--- src/rtl/port_link_if.sv ---
`default_nettype none
// ============================================================================
// Module      : port_link_if
// Description : Handshake bundle between two nodes joined by a port_link.
//               The write side carries words from the upstream node.
//               The read side carries words to the downstream node.
//   wr_data  [7:0]  upstream word offered to the link
//   wr_valid        upstream offers wr_data this cycle
//   wr_ready        link can accept a word this cycle
//   rd_data  [7:0]  word presented to the downstream node
//   rd_valid        rd_data holds a valid word
//   rd_ready        downstream consumes rd_data this cycle
//   modport master : the node pair around the link (drives wr_*, rd_ready)
//   modport slave  : the link itself
// Revision    : 1.0  initial release
// ============================================================================
interface port_link_if;
    logic [7:0] wr_data;
    logic       wr_valid;
    logic       wr_ready;
    logic [7:0] rd_data;
    logic       rd_valid;
    logic       rd_ready;

    modport master (
        output wr_data, wr_valid, rd_ready,
        input  wr_ready, rd_data, rd_valid
    );

    modport slave (
        input  wr_data, wr_valid, rd_ready,
        output wr_ready, rd_data, rd_valid
    );
endinterface
`default_nettype wire

--- src/rtl/port_link.sv ---
`default_nettype none
// ============================================================================
// Module      : port_link
// Description : Point-to-point buffered link between two nodes.
//               It is a DEPTH-entry circular buffer with first-word
//               fall-through, plus a counter of upstream stall cycles.
//   clk            single clock
//   rst_n          asynchronous active-low reset
//   link (slave)   write-side and read-side handshake (port_link_if)
//   clr_stats      synchronous clear of stall_cnt
//   count [CNT_W]  number of words stored
//   stall_cnt[16]  saturating count of cycles with wr_valid=1 and wr_ready=0
// Revision    : 1.0  initial release
// ============================================================================
module port_link #(
    parameter int DEPTH = 4,
    parameter int CNT_W = 3
) (
    input  wire              clk,
    input  wire              rst_n,
    port_link_if.slave       link,
    input  wire              clr_stats,
    output logic [CNT_W-1:0] count,
    output logic [15:0]      stall_cnt
);

    localparam int              c_PTR_W = (DEPTH > 1) ? $clog2(DEPTH) : 1;
    localparam logic [c_PTR_W-1:0] c_LAST = c_PTR_W'(DEPTH - 1);
    localparam logic [CNT_W-1:0]   c_FULL = CNT_W'(DEPTH);

    logic [7:0]         mem_q [DEPTH];
    logic [c_PTR_W-1:0] wr_ptr_q, wr_ptr_d;
    logic [c_PTR_W-1:0] rd_ptr_q, rd_ptr_d;
    logic [CNT_W-1:0]   count_q,  count_d;
    logic [15:0]        stall_q,  stall_d;

    logic w_wr_ready;
    logic w_rd_valid;
    logic w_wr_fire;
    logic w_rd_fire;

    // Both flags come from the registered count only, so wr_ready has no
    // path from rd_ready: a full link refuses a write even while it is read.
    assign w_wr_ready = (count_q != c_FULL);
    assign w_rd_valid = (count_q != '0);
    assign w_wr_fire  = link.wr_valid && w_wr_ready;
    assign w_rd_fire  = link.rd_ready && w_rd_valid;

    always_comb begin
        wr_ptr_d = wr_ptr_q;
        rd_ptr_d = rd_ptr_q;
        count_d  = count_q;
        stall_d  = stall_q;

        if (w_wr_fire) begin
            wr_ptr_d = (wr_ptr_q == c_LAST) ? '0 : wr_ptr_q + c_PTR_W'(1);
        end
        if (w_rd_fire) begin
            rd_ptr_d = (rd_ptr_q == c_LAST) ? '0 : rd_ptr_q + c_PTR_W'(1);
        end

        case ({w_wr_fire, w_rd_fire})
            2'b10:   count_d = count_q + CNT_W'(1);
            2'b01:   count_d = count_q - CNT_W'(1);
            default: count_d = count_q;
        endcase

        // Clear wins over an increment in the same cycle.
        if (clr_stats) begin
            stall_d = '0;
        end else if (link.wr_valid && !w_wr_ready && (stall_q != 16'hFFFF)) begin
            stall_d = stall_q + 16'd1;
        end
    end

    always_ff @(posedge clk or negedge rst_n) begin
        if (!rst_n) begin
            wr_ptr_q <= '0;
            rd_ptr_q <= '0;
            count_q  <= '0;
            stall_q  <= '0;
        end else begin
            wr_ptr_q <= wr_ptr_d;
            rd_ptr_q <= rd_ptr_d;
            count_q  <= count_d;
            stall_q  <= stall_d;
        end
    end

    // Storage is left out of reset; clearing count alone hides stale words.
    always_ff @(posedge clk) begin
        if (w_wr_fire) begin
            mem_q[wr_ptr_q] <= link.wr_data;
        end
    end

    assign link.wr_ready = w_wr_ready;
    assign link.rd_valid = w_rd_valid;
    assign link.rd_data  = mem_q[rd_ptr_q];
    assign count         = count_q;
    assign stall_cnt     = stall_q;

endmodule
`default_nettype wire
--- src/flat_wrapper.sv ---
// flat-port wrapper written by rule: the top's interface ports become plain ports
module port_link_flat 
#(
    parameter int DEPTH = 4,
    parameter int CNT_W = 3
)
  (clk, rst_n, clr_stats, count, stall_cnt, link_wr_data, link_wr_valid, link_rd_ready, link_wr_ready, link_rd_data, link_rd_valid);
  port_link_if link_i ();
  input  wire clk;
  input  wire rst_n;
  input  wire clr_stats;
  output logic [CNT_W-1:0] count;
  output logic [15:0] stall_cnt;
  input wire logic [$bits(link_i.wr_data)-1:0] link_wr_data;
  input wire logic [$bits(link_i.wr_valid)-1:0] link_wr_valid;
  input wire logic [$bits(link_i.rd_ready)-1:0] link_rd_ready;
  output wire logic [$bits(link_i.wr_ready)-1:0] link_wr_ready;
  output wire logic [$bits(link_i.rd_data)-1:0] link_rd_data;
  output wire logic [$bits(link_i.rd_valid)-1:0] link_rd_valid;
  assign link_i.wr_data = link_wr_data;
  assign link_i.wr_valid = link_wr_valid;
  assign link_i.rd_ready = link_rd_ready;
  assign link_wr_ready = link_i.wr_ready;
  assign link_rd_data = link_i.rd_data;
  assign link_rd_valid = link_i.rd_valid;
  port_link #(.DEPTH(DEPTH), .CNT_W(CNT_W)) u_core (.clk(clk), .rst_n(rst_n), .link(link_i), .clr_stats(clr_stats), .count(count), .stall_cnt(stall_cnt));
endmodule
--- config.mk ---
export PLATFORM = sky130hd
export DESIGN_NAME = port_link_flat
export DESIGN_NICKNAME = d
export VERILOG_FILES = /design/src/rtl/port_link_if.sv /design/src/rtl/port_link.sv /design/src/flat_wrapper.sv
export SDC_FILE = /design/constraint.sdc
export NUM_CORES = 1
export LEC_CHECK = 0
export ABC_AREA = 1
export CORE_UTILIZATION = 50
export DETAILED_ROUTE_END_ITERATION = 7
export PLACE_DENSITY = 0.75
export SETUP_SLACK_MARGIN = 0.05
export SYNTH_ARGS = -nofsm -noshare
export SYNTH_HDL_FRONTEND = slang
export SYNTH_SLANG_ARGS = --single-unit
--- constraint.sdc ---
create_clock -name clk -period 3.6 [get_ports clk]
set_input_delay 0.72 -clock clk [delete_from_list [all_inputs] [get_ports clk]]
set_output_delay 0.72 -clock clk [all_outputs]
set_load 0.01 [all_outputs]
# ---- Word-level counts from Yosys, hierarchy flattened
# Memories as Yosys holds them, arrays and structs flattened.
# Cells that the tools add are included.
dict set report classes {
  n_addsub 5
  multipliers 0
  div 0
  eq_ne 6
  reduce_logical 8
  n_shift 0
  mux 7
  n_bitwise 0
  magnitude_cmp 0
}
# cell n
set op_table {}
lappend op_table {{$mux W16} 2}
lappend op_table {{$add A16 B1 Y16 const B} 1}
lappend op_table {{$ne A16 B16 Y1 const B} 1}
lappend op_table {{$eq A2 B2 Y1 const B} 3}
lappend op_table {{$pmux W3 S2} 1}
lappend op_table {{$add A2 B1 Y2 const B} 2}
lappend op_table {{$logic_and A1 B1 Y1} 4}
lappend op_table {{$mux W2} 2}
lappend op_table {{$reduce_bool A2 Y1} 2}
lappend op_table {{$add A3 B1 Y3 const B} 1}
lappend op_table {{$ne A3 B3 Y1 const B} 1}
lappend op_table {{$reduce_bool A3 Y1} 1}
lappend op_table {{$sub A3 B1 Y3 const B} 1}
lappend op_table {{$eq A2 B1 Y1 const B} 1}
lappend op_table {{$mux W1} 2}
lappend op_table {{$logic_not A1 Y1} 1}
dict set report word_totals {
  memories 1
  latch_bits 0
  mem_bits_rw 32
  regBits 23
  romBits 0
}
# name words width read_ports rd_ports_with_merged_regs write_ports line
set mem_list {}
lappend mem_list {u_core.mem_q 4 8 1 0 1 port_link.sv:31} ;# logic [7:0] mem_q [DEPTH];

# ---- Depth between registers and ports, before layout
# Gate-level depths: netlist of run 1.
dict set report logic_depth {
  depth_word 6
  ltp_mapped 10
  depth_no_buf 9
}

# ---- Worst setup path after synthesis of run 1
# OpenSTA, ideal clock, no wires.
dict set report synth_path {
  path_kind {input -> register}
  from {input link_rd_ready}
  to {register u_core.count_q[2] (netlist: u_core.count[2])}
  stages 7
  setup_slack_ns 1.646
  t_arrival_ns 1.827
  n_path_buf 0
  required_time_ns 3.473
  setup_ns 0.127
  cell_sequence {and2_1 > ha_1 > inv_2 > fa_1 > a21oi_1 > o21ai_1 > xor2_1}
}
dict set report synth_between {
  elab_chain_len 3
}
# element line
set synth_lines {}
lappend synth_lines {{start, declared} flat_wrapper.sv:16} ;# input wire logic [$bits(link_i.rd_ready)-1:0] link_rd_ready;
lappend synth_lines {{$logic_and A1 B1 Y1 *} port_link.sv:47} ;# assign w_rd_fire = link.rd_ready && w_rd_valid;
lappend synth_lines {{$eq A2 B1 Y1 or $eq A2 B2 Y1 (tied branches)} port_link.sv:62} ;# case ({w_wr_fire, w_rd_fire})
lappend synth_lines {{$pmux W3 S2 or $reduce_bool A2 Y1 (tied branches)} n/a}
lappend synth_lines {{end signal, assigned} port_link.sv:85} ;# count_q <= count_d;
lappend synth_lines {{end, declared} port_link.sv:34} ;# logic [CNT_W-1:0] count_q, count_d;
# Mark *: on every way between the ends. The rest lies on a longest branch, timed or not.
# A chain may end at the register's enable or synchronous reset.

# ---- Final worst setup path of run 1
dict set report layout_path {
  from {register u_core.rd_ptr_q[0]}
  to {output link_rd_data[4]}
}
dict set report layout_between {
  elab_chain_len 1
}
# element line
set layout_lines {}
lappend layout_lines {{start, declared} port_link.sv:33} ;# logic [c_PTR_W-1:0] rd_ptr_q, rd_ptr_d;
lappend layout_lines {{start signal, assigned} port_link.sv:84} ;# rd_ptr_q <= rd_ptr_d;
lappend layout_lines {{$mem_v2 Z4 W8} n/a}
lappend layout_lines {{end, declared} flat_wrapper.sv:18} ;# output wire logic [$bits(link_i.rd_data)-1:0] link_rd_data;
# Every way passes these cells.

==> results of run 1 <==
## cells by family after synthesis
| family | Yosys count |
|---|---|
| AO/OA/AOI/OAI | 33 |
| adder cells (fa/ha/maj) | 8 |
| flip-flops | 55 |
| buffers and inverters | 36 |
| AND/OR/NAND/NOR | 147 |
| XOR/XNOR | 5 |
## through the flow
stage | util [%] | hold WS, ps
floorplan | - | 424
global placement | 61.1 | 505
detailed placement | 61.1 | 511
CTS | 62.8 | 525
global route | 62.8 | 549
finish | 62.8 | 521
## cell type report
class                           instances  area, um2
Clock buffer                            6       72.6
Clock inverter                          2       16.3
Fill cell                             428       1900
Inverter                               30        113
Multi-Input combinational cell        193        973
Sequential cell                        55       1540
Tap cell                               70       87.6
Timing Repair Buffer                   41        410
## layout by cell type (no fill, tap or decap), types with 8 or more instances in the layout
| master | netlist | routed |
|---|---|---|
| clkdlybuf4s50_1 | 0 | 41 |
| dfrtp_1 | 23 | 23 |
| edfxtp_1 | 32 | 32 |
| inv_1 | 22 | 22 |
| nand2_1 | 71 | 71 |
| nand3_1 | 16 | 16 |
| nand4_1 | 12 | 12 |
| nor2_1 | 39 | 39 |
| o21ai_0 | 15 | 15 |
| o22ai_1 | 8 | 8 |
## final timing paths
| path | cells after the start | slack (ps) | to |
|---|---|---|---|
| worst max register to register | 9 | 1680 | u_core.count[2] |
| worst min-delay path | 1 | 520 | u_core.count[0] |
| min in group asynchronous | 1 | 990 | u_core.count[2] |
| worst max-delay path | 4 | 790 | link_rd_data[4] |
| max in group asynchronous | 1 | 1960 | u_core.stall_cnt[5] |
| worst min register to register | 1 | 520 | u_core.count[0] |
## sequential cells by signal, summed over array words and instances (netlist names)
name and flops:
u_core.wr_ptr_q 2, u_core.count 3, u_core.stall_cnt 16, u_core.rd_ptr_q 2, u_core.mem_q 32
## critical path: stages, from the launching register on
cell and delay (ps):
dfrtp_1 710, inv_2 260, o21ai_0 220, o22ai_1 100, clkdlybuf4s50_1 480
## power groups by stage
stage                     clock network [uW]  logic (uW)  registers (uW)
after floorplan                            0         409             859
after global placement                     0         672             887
after detailed placement                   0         689             891
after CTS                                347         691             877
after global routing                     371         758             891
final                                    341         684             877
## layer usage
metal  global-route usage [%]  wire length, um
met1                     27.3             2450
met2                     31.4             2480
met3                     4.28              202
met4                     9.43               88
met5                        0                0
==> metrics.txt, run 1 <==
H-tree levels=2; EDFF count, synth=32; Simple-Gate Fraction of Synth Area=24.3%; Vias per Instance=5.23; Yosys top cell by area=edfxtp_1; Clk pwr share=17.9%; Area Growth Syn to Fin=20.9%; CTS Sinks=55; FP Rows=26; synthesized cell area=0.00265 mm2; sequential area share after synthesis=57.9%; largest net degree at the start of global routing=24; final net count=347; clk_skew=7.18 ps; die area=0.00560 mm2; Arrival @ worst endpoint=2090 ps; Die W=74.9 um; Internal Power=1240 uW; Post-DP Area=0.00312 mm2; Pleak=0.00130 uW; ANT cells=0; Final period util=78.1%; first-pass GRT wire length=8340 um; Yosys top cell area share=36.2%; hold buffer count at cts=0; TritonCTS clock tree=yes; I/O pins=42; Setup crit start=u_core.rd_ptr_q[0]; XOR/XNOR Fraction of Synth Area=1.65%; Final ANT Viol Nets=0; critical path required time=2880 ps; PD cells=592 mW/mm2; initial drt markers=160; worst slew pin tran=1080 ps; clock buffer depth=2; Setup Crit Path Kind=reg2out; GRT Overall Usage=20.2%; RSZ-0062 raised after global routing=false; vias in the first global route=1901; Mapped Nets=305; dpl hpwl=3650 um; first-pass iteration count of the detailed router=4; final wirelength=5220 um; status=finished, final reports clean; synth top area cells=edfxtp_1 (36%), dfrtp_1 (22%), nand2_1 (10%), nor2_1 (5.5%), ha_1 (3.3%); Initial Util=52.0%; post-synth cell types=28; port bufs=41; top-count cell post-synth=nand2_1; startpoint class of the critical path=flip-flop; Max VDD drop=0.000260 V; vias after detailed routing=2076; Seq pwr share=46.1%; Max Fclk=0.356 GHz; CTS Buf Count=5; Fin. Hold Viols=0; final worst slack=787 ps; gpl congestion=0.866; top cells by count, synth=nand2_1 (71), nor2_1 (39), edfxtp_1 (32), dfrtp_1 (23), inv_1 (22); mux contribution to synthesized area=0%; main combinational cell family by area after synthesis=simple AND/OR/NAND/NOR gates; Synth Flop Type=edfxtp_1; switching part of the total=34.7%; clk_lat worst skew=310 ps; height of the die=74.9 um; max_cap viols=0; CTS clk-pin slew, worst paths=100 ps; post-route cell area=0.00321 mm2; worst hold start=u_core.count[0]; Worst setup EP type=output pin; Tot Pwr=1900 uW; Ys Warns=0; WL/cell=13.1 um; CTS root buffer=clkbuf_8; Final setup viols=0; Mean Syn Cell Area=9.34 um2; #FFs+latches synth=55; Synth Area in Adders=4.05%; Core Area=0.00511 mm2; worst r2r src=u_core.count[0]; Switching Power=659 uW; critical path fanouts, max=19; Cell Count, Final, Fillers Out=397; initial antenna violation count=0; Logic pwr share=36.0%; final-report max-slew violation count=0; dpl ws=1080 ps; Cells after Synth=284; share of layout cells above drive strength 1=6.12%; post-cts sizing count=0; dpl cells=389; TNS Setup=0 ps; postcts setup bufs=0; post-layout min period=2810 ps; Hold Crit Class=reg2reg; Synth Area in Compound Gates=6.69%; DRC Markers=0; Max transition margin=27.9%; Overflow after GRT=0; Async SR Flop Fraction=41.8%
(Power assumes the default switching activity.)
==> run 2: changes to the inputs <==
clock period = 2.6 ns   (was 3.6 ns; I/O delays follow)
==> run 2 against run 1 <==
  * Register-to-register slack got worse by 1000 ps
  * Wire length increased by 1.8%
  * Sequential share of layout area decreased by 0.91 points
  * Worst hold slack improved by 3.2 ps
  * Sequential cell count unchanged
  * Non-clock buffer count increased by 8
  * Final cell count increased by 2.0%
  * Clock skew increased by 1.7 ps
  * Sequential power increased by 37%
  * Via count decreased by 0.92%
  * Utilization increased by 1.3 points
  * Total power increased by 42%
  * Critical path type unchanged
  * Critical endpoint unchanged
  * Largest cell class unchanged
  * Largest power group unchanged
==> metrics.txt, run 2 (same netlist as run 1, synthesis figures left out) <==
Final setup viols=0; startpoint class of the critical path=flip-flop; final worst slack=207 ps; final net count=355; GRT Overall Usage=20.9%; Worst Path Buf+Inv=2; dpl hpwl=3710 um; clk_skew=8.90 ps; vias in the first global route=1961; share of layout cells above drive strength 1=8.66%; Vias per Instance=5.08; initial antenna violation count=0; Biggest register=u_core.mem_q; ANT cells=0; Final ANT Viol Nets=0; Die W=74.9 um; Max Fclk=0.418 GHz; postcts setup bufs=0; Max VDD drop=0.000319 V; port bufs=41; crit path max-delay cell type=clkdlybuf4s50_1; met2 wire len=2580 um; final-report max-slew violation count=0; clk_lat worst skew=310 ps; PD cells=824 mW/mm2; Stages on worst setup path=4; r2r worst-path depth=9; CP Cell Sequence=inv_1, o21ai_0, o22ai_1, clkdlybuf4s50_1; TNS Setup=0 ps; Setup Crit Path Kind=reg2out; max incr delay on CP=560 ps; Core Area=0.00511 mm2; largest net degree at the start of global routing=24; Worst setup EP type=output pin; most frequent cells in the layout=nand2_1 (71), clkdlybuf4s50_1 (41), nor2_1 (39), edfxtp_1 (32); Max transition margin=68.0%; first-pass GRT wire length=8570 um; commonest non-fill, non-tap cell in the layout=nand2_1; Hold Crit Class=reg2reg; FP Rows=26; final-layout fill cell count=418; Overflow after GRT=0; DRC Markers=0; critical path capture point=link_rd_data[4]; Pleak=0.00134 uW; CTS root buffer=clkbuf_8; clock buffer depth=2; post-layout min period=2390 ps; Fin. Hold Viols=0; height of the die=74.9 um; Arrival @ worst endpoint=1870 ps; gpl congestion=0.873; Post-DP Area=0.00318 mm2; RSZ-0062 raised after global routing=false; initial drt markers=72; die area=0.00560 mm2; Initial Util=52.0%; CTS Sinks=55; reg-to-reg critical path endpoint=u_core.count[2]; worst r2r src=u_core.count[0]; CTS Buf Count=5; met3 routed WL=231 um; TritonCTS clock tree=yes; post-route cell area=0.00327 mm2; Cell Count, Final, Fillers Out=405; max layer used=met4; first-pass iteration count of the detailed router=4; dpl ws=311 ps; status=finished, final reports clean; CTS clk-pin slew, worst paths=90 ps; H-tree levels=2; Final period util=92.0%; final wirelength=5310 um; max_cap viols=0; dpl cells=397; DRT met1 WL=2430 um; CP top delay family=buffers and inverters; Area Growth Syn to Fin=23.4%; vias after detailed routing=2057; I/O pins=42; critical path fanouts, max=9; max reg flops=32; Setup crit start=u_core.rd_ptr_q[1]; WL/cell=13.1 um; critical path required time=2080 ps; worst slew pin tran=476 ps; reg-to-reg slack, setup=670 ps
run 2: how the worst min path moves through the flow:
stage / startpoint / endpoint / slack, ps / depth (start not counted)
floorplan: rst_n / u_core.count[0] / 220 / 0
finish: u_core.count[0] / u_core.count[0] / 520 / 1
CTS: u_core.count[0] / u_core.count[0] / 530 / 1
global route: u_core.count[0] / u_core.count[0] / 540 / 1
detailed placement: u_core.count[0] / u_core.count[0] / 510 / 1
global placement: u_core.count[0] / u_core.count[0] / 500 / 1
run 2: power by group:
part           switching, uW  leakage, uW  total, uW  internal [uW]
Combinational            545     0.000698       1030            481
Sequential               108     0.000599       1200           1090
Clock                    276    0.0000458        472            196
run 2: stage by stage:
| stage | hold WS, ps | utilization [%] | total power [uW] |
|---|---|---|---|
| final | 524 | 64.1 | 2700 |
| after CTS | 530 | 64.0 | 2720 |
| after global routing | 544 | 64.1 | 2870 |
| after detailed placement | 513 | 62.3 | 2250 |
| after floorplan | 224 | - | 1750 |
| after global placement | 504 | 62.3 | 2210 |
run 2: repair_timing:
action                                  4_1_cts  5_1_grt
hold buffers                                  0        0
resized for setup                             0        3
hold endpoints to repair                      0        0
endpoints found under the setup margin        2        8
run 2: cell type report:
cell class,count,area (um2),area share (%)
Timing Repair Buffer,49,470,14.4
Inverter,30,115,3.52
Sequential cell,55,1540,47.0
Tap cell,70,87.6,2.67
Multi-Input combinational cell,193,973,29.7
Clock buffer,6,72.6,2.22
Clock inverter,2,17.5,0.535
run 2: metal layers:
layer  global-route usage, %  up-vias
li1                        -     1042
met1                    25.3      951
met2                    35.2       59
met3                    4.55        5
met4                    10.7        0
met5                       0        -
run 2: worst register-to-register path: stages (launching register included):
cell and delay [ps]:
dfrtp_1 420, inv_2 110, nand3_1 90, nand2_1 190, ha_1 210, inv_2 50
fa_1 380, a21oi_1 140, o21ai_1 80, xor2_1 140
==> run 3: changes to the inputs <==
CORE_MARGIN = 5   (was default)
PLACE_DENSITY = default   (was 0.75)
PLACE_DENSITY_LB_ADDON = 0.2   (was default)
==> run 3 against run 2 <==
  * Sequential share of layout area down 0.41 points
  * Wire length is 6.1% higher
  * Combinational power hardly changed
  * Total power increased by 4.9%
  * Clock skew grew 1.4 ps
  * Clock power rose by 26%
  * Register-to-register slack barely moved
  * Non-clock buffer count unchanged
  * Sequential power barely moved
  * Count of clock-buffer cells in the layout fell by 1
  * Largest cell class unchanged
==> metrics.txt, run 3 (same netlist as run 1, synthesis figures left out) <==
max reg flops=32; die area=0.00686 mm2; FP Rows=26; Initial Util=51.6%; dpl cells=397; share of layout cells above drive strength 1=8.96%; dpl ws=309 ps; Worst Path Buf+Inv=2; status=finished, final reports clean; RSZ-0062 raised after global routing=true; TNS Setup=0 ps; max_cap viols=0; Setup Crit Path Kind=reg2out; Die W=82.9 um; Final setup viols=0; startpoint class of the critical path=flip-flop; DRC Markers=0; Worst setup EP type=output pin; dpl hpwl=4000 um; largest net degree at the start of global routing=24; Pleak=0.00136 uW; CP Cell Sequence=inv_1, o21ai_0, o22ai_1, clkdlybuf4s50_1; I/O pins=42; most frequent cells in the layout=nand2_1 (71), clkdlybuf4s50_1 (41), nor2_1 (39), edfxtp_1 (32); Fin. Hold Viols=0; TritonCTS clock tree=yes; CTS Sinks=55; initial drt markers=127; Max transition margin=68.9%; height of the die=82.9 um; WL/cell=13.9 um; critical path required time=2080 ps; final-report max-slew violation count=0; clk_lat worst skew=310 ps; post-layout min period=2400 ps; initial antenna violation count=0; ANT cells=0; GRT Overall Usage=16.7%; Core Area=0.00514 mm2; CP top delay family=buffers and inverters; clock buffer depth=2; Arrival @ worst endpoint=1880 ps; Hold Crit Class=reg2reg; final wirelength=5640 um; Final period util=92.4%; final net count=355; CTS root buffer=clkbuf_8; crit path max-delay cell type=clkdlybuf4s50_1; CTS Buf Count=5; Vias per Instance=5.13; Max Fclk=0.416 GHz; H-tree levels=2; final-layout fill cell count=439; Overflow after GRT=0; max incr delay on CP=570 ps; vias after detailed routing=2079; Final ANT Viol Nets=0; critical path fanouts, max=9; first-pass iteration count of the detailed router=4; clk_skew=10.3 ps; vias in the first global route=2068; worst slew pin tran=462 ps; commonest non-fill, non-tap cell in the layout=nand2_1; port bufs=41; Biggest register=u_core.mem_q; first-pass GRT wire length=9540 um; CTS clk-pin slew, worst paths=110 ps; Cell Count, Final, Fillers Out=405; postcts setup bufs=0; Area Growth Syn to Fin=24.5%; Max VDD drop=0.000419 V; gpl congestion=0.789; PD cells=857 mW/mm2; final worst slack=199 ps
==> run 3: through the flow <==
step	utilization, %	instance area (um2)	total power, uW	hold slack (ps)
after floorplan	-	2650	1750	224
after global placement	61.9	3180	2220	502
after detailed placement	61.9	3180	2260	518
after CTS	64.2	3300	2860	531
after global routing	64.3	3300	3030	549
final	64.3	3300	2830	526
==> run 3: power breakdown <==
group	internal (uW)	leakage [uW]	switching (uW)
clock network	297	0.0000607	297
registers	1090	0.000599	101
logic	481	0.000698	562
==> run 3: path summary, 6_finish.rpt <==
path	start	to	slack, ps	depth (start not counted)
hold reg to reg	u_core.count[0]	u_core.count[0]	530	1
max in group asynchronous	rst_n	u_core.rd_ptr_q[0]	1780	2
min in group asynchronous	rst_n	u_core.rd_ptr_q[1]	550	2
setup / recovery	u_core.rd_ptr_q[1]	link_rd_data[3]	200	4
setup reg to reg	u_core.count[0]	u_core.count[2]	660	9
hold / removal	u_core.count[0]	u_core.count[0]	530	1
==> run 3: routing by layer <==
layer	part of all wire (%)	track usage, %	wire, um	vias to the layer above
met2	47	26.7	2650	52
met4	1.2	6.24	65	0
met3	5.2	3.17	294	9
met1	47	22.8	2630	973
met5	0	0	0	-
li1	-	-	-	1045
==> run 3: repair_timing <==
item / in CTS / in global routing
resized for setup: 0 / 2
endpoints found under the setup margin: 0 / 8
hold buffers: 0 / 0
==> run 3: area by class of cell <==
cell class	instances	area, um2	share of cell area, %
timing repair buffer	49	470	14.2
sequential	55	1540	46.6
clock inverter	3	50.0	1.52
tap	70	87.6	2.65
clock buffer	5	68.8	2.08
multi-input combinational	193	973	29.5
inverter	30	115	3.48
==> run 3: worst register-to-register path, delay by kind of cell, from the launching register on <==
family	cells	cell delay, ps
XOR/XNOR	1	140
AO/OA/AOI/OAI	2	220
flip-flops	1	430
adder cells (fa/ha/maj)	2	580
buffers and inverters	2	160
AND/OR/NAND/NOR	2	300
